### config.mk
export PLATFORM = sky130hd
export DESIGN_NAME = truth_table_sweeper
export DESIGN_NICKNAME = d
export VERILOG_FILES = /design/src/rtl/truth_table_sweeper_pkg.sv /design/src/rtl/truth_table_sweeper_sweep_counter.sv /design/src/rtl/truth_table_sweeper.sv
export SDC_FILE = /design/constraint.sdc
export NUM_CORES = 1
export LEC_CHECK = 0
export ABC_AREA = 1
export CAP_MARGIN = 15
export CORE_UTILIZATION = 47
export DETAILED_ROUTE_END_ITERATION = 8
export PLACE_DENSITY = 0.79
export SETUP_SLACK_MARGIN = 0.5
export SLEW_MARGIN = 40
export SYNTH_ARGS = -nofsm -noshare
export SYNTH_HDL_FRONTEND = slang
export SYNTH_HIERARCHICAL = 1
export SYNTH_SLANG_ARGS = --single-unit
### constraint.sdc
create_clock -name clk -period 1.6 [get_ports clk]
set_input_delay 0.24 -clock clk [delete_from_list [all_inputs] [get_ports clk]]
set_output_delay 0.24 -clock clk [all_outputs]
set_load 0.1 [all_outputs]
### src/rtl/truth_table_sweeper_pkg.sv
// Shared state encoding, legal N_IN range and sizing helper for the truth-table sweeper.
package truth_table_sweeper_pkg;

  localparam int N_IN_MIN = 1;
  localparam int N_IN_MAX = 8;

  localparam logic [1:0] ST_IDLE   = 2'd0;
  localparam logic [1:0] ST_DRIVE  = 2'd1;
  localparam logic [1:0] ST_SAMPLE = 2'd2;
  localparam logic [1:0] ST_DONE   = 2'd3;

  typedef enum logic [1:0] {
    IDLE   = ST_IDLE,
    DRIVE  = ST_DRIVE,
    SAMPLE = ST_SAMPLE,
    DONE   = ST_DONE
  } sweepState_e;

  // Number of vectors in a full sweep over n inputs.
  function automatic int pow2(input int n);
    return 1 << n;
  endfunction

endpackage

### src/rtl/truth_table_sweeper_sweep_counter.sv
// Vector register for the sweep: clear to zero, step by one, flag the all-ones vector.
module sweep_counter #(
  parameter int W = 4
) (
  input  logic         clk,
  input  logic         rst,
  input  logic         clear,
  input  logic         incr,
  output logic [W-1:0] vec,
  output logic         last
);

  logic [W-1:0] vecReg;

  always_ff @(posedge clk) begin
    if (rst || clear) begin
      vecReg <= '0;
    end else if (incr) begin
      vecReg <= vecReg + W'(1);
    end
  end

  assign vec  = vecReg;
  assign last = &vecReg;

endmodule

### src/rtl/truth_table_sweeper.sv
// Sweeps all 2^N_IN vectors into an SOP/POS pair and records mismatch statistics.
// Optional truth-table capture on the sig port when SWEEP_SIGNATURE_EN is defined.
module truth_table_sweeper
  import truth_table_sweeper_pkg::*;
#(
  parameter int N_IN = 4
) (
  input  logic              clk,
  input  logic              rst,
  input  logic              start,
  input  logic              sop_in,
  input  logic              pos_in,
  output logic [N_IN-1:0]   vec_out,
  output logic              busy,
  output logic              done,
  output logic              pass,
  output logic [N_IN:0]     mismatch_cnt,
  output logic              fail_valid,
  output logic [N_IN-1:0]   first_fail
`ifdef SWEEP_SIGNATURE_EN
  ,
  output logic [pow2(N_IN)-1:0] sig
`endif
);

  localparam logic [N_IN:0] CNT_ONE = (N_IN+1)'(1);

  if (N_IN < N_IN_MIN || N_IN > N_IN_MAX) begin : gBadWidth
    $error("truth_table_sweeper: N_IN out of range");
  end

  sweepState_e   stateReg;
  logic [N_IN:0] mismatchReg;
  logic          failValidReg;
  logic [N_IN-1:0] firstFailReg;
  logic          startAccept;
  logic          stepVec;
  logic          lastVec;

  // A start is honoured only while the sweeper is not running.
  assign startAccept = start && (stateReg == IDLE || stateReg == DONE);
  assign stepVec     = (stateReg == SAMPLE) && !lastVec;

  sweep_counter #(.W(N_IN)) uCounter (
    .clk   (clk),
    .rst   (rst),
    .clear (startAccept),
    .incr  (stepVec),
    .vec   (vec_out),
    .last  (lastVec)
  );

  always_ff @(posedge clk) begin
    if (rst) begin
      stateReg     <= IDLE;
      mismatchReg  <= '0;
      failValidReg <= 1'b0;
      firstFailReg <= '0;
    end else begin
      case (stateReg)
        IDLE, DONE: begin
          if (startAccept) begin
            mismatchReg  <= '0;
            failValidReg <= 1'b0;
            firstFailReg <= '0;
            stateReg     <= DRIVE;
          end
        end
        DRIVE: stateReg <= SAMPLE;
        SAMPLE: begin
          if (sop_in != pos_in) begin
            mismatchReg <= mismatchReg + CNT_ONE;
            if (!failValidReg) begin
              firstFailReg <= vec_out;
              failValidReg <= 1'b1;
            end
          end
          stateReg <= lastVec ? DONE : DRIVE;
        end
        default: stateReg <= IDLE;
      endcase
    end
  end

`ifdef SWEEP_SIGNATURE_EN
  logic [pow2(N_IN)-1:0] sigReg;

  always_ff @(posedge clk) begin
    if (rst || startAccept) begin
      sigReg <= '0;
    end else if (stateReg == SAMPLE) begin
      sigReg[vec_out] <= sop_in;
    end
  end

  assign sig = sigReg;
`endif

  assign busy         = (stateReg == DRIVE) || (stateReg == SAMPLE);
  assign done         = (stateReg == DONE);
  assign pass         = done && (mismatchReg == '0);
  assign mismatch_cnt = mismatchReg;
  assign fail_valid   = failValidReg;
  assign first_fail   = firstFailReg;

endmodule
==> results of run 1 <==
[synth_stat cells]
master | instances | area share
buf_6 | 1 | 0.013
nor3_1 | 1 | 0.0056
and3_1 | 1 | 0.0070
o21ai_0 | 3 | 0.017
or2_1 | 1 | 0.0070
ha_1 | 6 | 0.084
a21oi_1 | 14 | 0.079
nand2_2 | 1 | 0.0070
or2_0 | 1 | 0.0070
nand3_2 | 2 | 0.022
nand2_1 | 32 | 0.13
inv_2 | 1 | 0.0042
nor2_1 | 17 | 0.072
nand3_1 | 4 | 0.022
nand4_1 | 6 | 0.042
o21bai_1 | 1 | 0.0084
clkinv_1 | 2 | 0.0084
nor2_2 | 1 | 0.0070
inv_1 | 21 | 0.088
buf_2 | 1 | 0.0056
dfxtp_1 | 16 | 0.36
[logic make-up after synthesis]
family | share of synthesized area
and+or+nand+nor | 0.334
adders and majority gates | 0.0841
DFF | 0.359
AOI/OAI and AO/OA | 0.104
buffers and inverters | 0.119
[metrics by stage]
stage               std cells   util
CTS                       198  0.944
detailed placement        181  0.809
floorplan                 133      -
global placement          181  0.809
[timing repair]
item	CTS
cloned	1
setup buffers	12
resized for setup	31
setup endpoints to repair	27
pin swaps	24
==> results.sh, run 1 <==
export IMPL_status="did not finish"
export IMPL_stop_stage="global routing (5_1_grt)"
export IMPL_stop_error="[ERROR DPL-0038] Utilization greater than 100%, impossible to legalize"
export IMPL_clock_root_buffer="clkbuf_4"
export IMPL_ys_types=21
export IMPL_synth_area_um2=892
export IMPL_htreeDepth=1
export IMPL_dp_hpwl_mm=1.74
export IMPL_clock_sinks=16
export IMPL_yosys_warnings=6
export IMPL_ios=22
export IMPL_worst_endpoint="pass"
export IMPL_synthCells=133
export IMPL_syn_num_nets=144
export IMPL_place_congestion=0.795
export IMPL_ys_ff_latch=16
export IMPL_ys_seq_area_frac=0.359
export IMPL_grt_start_max_net_pins=10
export IMPL_hold_buffers=0
export IMPL_postPlaceCellArea_um2=1410
export IMPL_place_port_buffers=21
export IMPL_pre_cts_ws_ps=-26.5
export IMPL_cts_buffers=3
export IMPL_initial_core_util=0.511
export IMPL_fp_dieH_um=45.6
export IMPL_die_x_um=45.6
export IMPL_core_rowCount=15
export IMPL_worst_path_end_type="top-level output"
export IMPL_syn_avg_cell_area_um2=6.71
export IMPL_clock_path_buffers=2
==> inputs of run 2 (changes only) <==
--- a/config.mk
+++ b/config.mk
@@ -7,10 +7,10 @@
 export LEC_CHECK = 0
 export ABC_AREA = 1
 export CAP_MARGIN = 15
-export CORE_UTILIZATION = 47
+export CORE_AREA = 2 2 63 65
 export DETAILED_ROUTE_END_ITERATION = 8
-export PLACE_DENSITY = 0.79
-export SETUP_SLACK_MARGIN = 0.5
+export DIE_AREA = 0 0 65 67
+export PLACE_DENSITY_LB_ADDON = 0.15
 export SLEW_MARGIN = 40
 export SYNTH_ARGS = -nofsm -noshare
 export SYNTH_HDL_FRONTEND = slang
==> run 2 against run 1 <==
  * The flow now finishes without violations
  * Area after synthesis is the same
  * Synthesized cell count is the same
==> results.sh, run 2 <==
export IMPL_clock_root_buffer="clkbuf_8"
export IMPL_wire_per_inst_um=9.99
export IMPL_power_density_nw_per_um2=1130
export IMPL_postPlaceCellArea_um2=1410
export IMPL_drtPass1Iterations=4
export IMPL_ys_async_sr_fraction=0
export IMPL_layout_commonest_cell="nand2_1"
export IMPL_fin_area_um2=1520
export IMPL_grt_overflow_total=0
export IMPL_slowest_delay_ps=360
export IMPL_die_x_um=65
export IMPL_synth_edff_count=0
export IMPL_viasPerCell=4.29
export IMPL_die_area_um2=4360
export IMPL_rr_startpoint="stateReg[0]"
export IMPL_dp_hpwl_mm=1.67
export IMPL_drive_gt1_frac=0.319
export IMPL_grt_pass1_vias=892
export IMPL_vias=905
export IMPL_path_class="reg2out"
export IMPL_p_int_mw=0.967
export IMPL_syn_num_nets=144
export IMPL_ys_types=21
export IMPL_path_max_fanout=3
export IMPL_cts_tree="built"
export IMPL_wl_mm=2.11
export IMPL_synth_top_area_cell="dfxtp_1"
export IMPL_yosys_warnings=6
export IMPL_finalCritPeriodShare=0.976
export IMPL_ff2ff_setup_slack_ps=110
export IMPL_critPathSlowestCell="ha_2"
export IMPL_synth_area_leaders="dfxtp_1, nand2_1, inv_1"
export IMPL_hold_depth=2
export IMPL_ys_seq_area_frac=0.359
export IMPL_drtIter0Drc=21
export IMPL_synth_area_um2=892
export IMPL_grt_pass1_wl_mm=3.71
export IMPL_layout_common_cells="nand2_1, inv_1, buf_12, nor2_1, a21oi_1"
export IMPL_critPathCaptureType="primary output"
export IMPL_cts_buffers=3
export IMPL_power_total_mw=1.72
export IMPL_finClkSkew_ps=2.51
export IMPL_clk_pin_slew_ps=70
export IMPL_regArea_um2=342
export IMPL_peakVddDrop_uv=380
export IMPL_sw_frac_of_total=0.436
export IMPL_synth_top_area_frac=0.359
export IMPL_clock_path_buffers=2
export IMPL_required_ps=1360
export IMPL_syn_avg_cell_area_um2=6.71
export IMPL_status="completed"
export IMPL_drc=0
export IMPL_power_switching_mw=0.748
export IMPL_place_port_buffers=21
export IMPL_syn_to_final_growth_pct=70.1
export IMPL_ant_nets=0
export IMPL_fp_dieH_um=67
export IMPL_largest_reg_flops=5
export IMPL_cp_start_kind="flip-flop"
export IMPL_r2r_worst_path_cells=8
export IMPL_initial_core_util=0.247
export IMPL_clk_latency_ps=250
export IMPL_nFillCells=370
export IMPL_antenna_found_initial=0
export IMPL_synthCells=133
export IMPL_clock_sinks=16
export IMPL_ys_ff_latch=16
export IMPL_worstMarginPinSlew_ps=310
export IMPL_drv_slew=0
export IMPL_yosysMostFrequentCell="nand2_1"
export IMPL_pwr_share_seq=0.295
export IMPL_rsz0062_at_grt="true"
export IMPL_pre_cts_ws_ps=12.6
export IMPL_drv_cap=0
export IMPL_grt_start_max_net_pins=10
export IMPL_min_from="uCounter/vec[0]"
export IMPL_r2r_end="mismatch_cnt[3]"
export IMPL_fmax_mhz=640
export IMPL_fin_util=0.421
export IMPL_hp_class="reg2reg"
export IMPL_core_rowCount=22
export IMPL_place_congestion=0.704
export IMPL_power_leakage_nw=0.652
export IMPL_coreArea_um2=3610
export IMPL_path_buf_inv=4
export IMPL_antenna_cells=0
export IMPL_yosys_top_cells_count="nand2_1, inv_1, nor2_1, dfxtp_1, a21oi_1"
export IMPL_whs_ps=532
export IMPL_synth_ff_type="dfxtp_1"
export IMPL_arrival_ps=1320
export IMPL_final_hold_viol_count=0
export IMPL_fin_nets=175
export IMPL_grtUsageTotal=0.107
export IMPL_max_slew_margin=0.793
export IMPL_crit_family="buffers and inverters"
export IMPL_worstHoldEndpoint="uCounter/vec[0]"
export IMPL_ios=22
export IMPL_htreeDepth=1
export IMPL_multi_input_comb_area_um2=526
export IMPL_fin_crit_ps=1560
export IMPL_clockPowerShare=0.212
export IMPL_cp_cell_sequence="inv_1 > ha_2 > inv_6 > buf_4 > buf_12"
export IMPL_setup_violations=0
export IMPL_p_comb_frac=0.493
export IMPL_fin_ws_ps=37.7
export IMPL_hold_buffers=0
==> run 2: cell counts after synthesis <==
No cell type changed its count.
==> run 2: cells by family after synthesis <==
logic type / after synthesis / share of synthesized area
AOI/OAI and AO/OA: 18 / 0.104
adders and majority gates: 6 / 0.0841
buffers and inverters: 26 / 0.119
DFF: 16 / 0.359
and+or+nand+nor: 67 / 0.334
==> run 2: power by group through the flow <==
stage | logic, mW | registers (mW) | clock network, mW
finish | 0.845 | 0.506 | 0.364
global route | 0.901 | 0.514 | 0.389
CTS | 0.826 | 0.506 | 0.373
detailed placement | 0.820 | 0.514 | 0
global placement | 0.813 | 0.513 | 0
floorplan | 0.289 | 0.762 | 0
==> run 2: per-layer routing <==
layer,vias to the layer above,track usage,wire length (um)
li1,478,-,-
met1,407,0.126,972
met2,16,0.189,1020
met3,4,0.0236,96
met4,0,0.0399,22
met5,-,0,0
==> run 2: layout make-up <==
cell class,instances,area share
Multi-Input combinational cell,91,0.346
Clock buffer,4,0.0363
Tap cell,48,0.0396
Sequential cell,16,0.225
Timing Repair Buffer,28,0.290
Inverter,24,0.0627
==> run 2: worst max-delay path by stage <==
stage / from / endpoint / cells after the start / slack [ps]
final: stateReg[0] / busy / 5 / 40
after CTS: stateReg[0] / busy / 5 / 20
after detailed placement: stateReg[0] / mismatch_cnt[3] / 7 / 10
after floorplan: stateReg[1] / pass / 3 / -250
after global routing: mismatch_cnt[0] / pass / 5 / -10
after global placement: stateReg[0] / first_fail[2] / 7 / 50
==> run 2: timing repair <==
item / in CTS / in global routing
setup buffers: 0 / 2
endpoints found under the setup margin: 3 / 5
pin swaps: 1 / 4
gates resized for setup: 1 / 9
endpoints found under the hold margin: 0 / 0
==> run 2: worst reg2reg max path, cell delays in order, from the launching register on <==
cell and delay [ps]:
dfxtp_2 340, inv_1 40, ha_2 360, inv_6 30
or2_4 270, nand3_2 150, nand2_1 80, nand2_1 60
nor2_1 50
==> run 2: metrics by stage <==
stage               setup TNS (ps)  cells
floorplan                     -426    133
global placement                 0    205
detailed placement               0    205
CTS                              0    209
global route                 -15.0    211
finish                           0    211
Note: power is estimated with default switching activity, not from simulation.
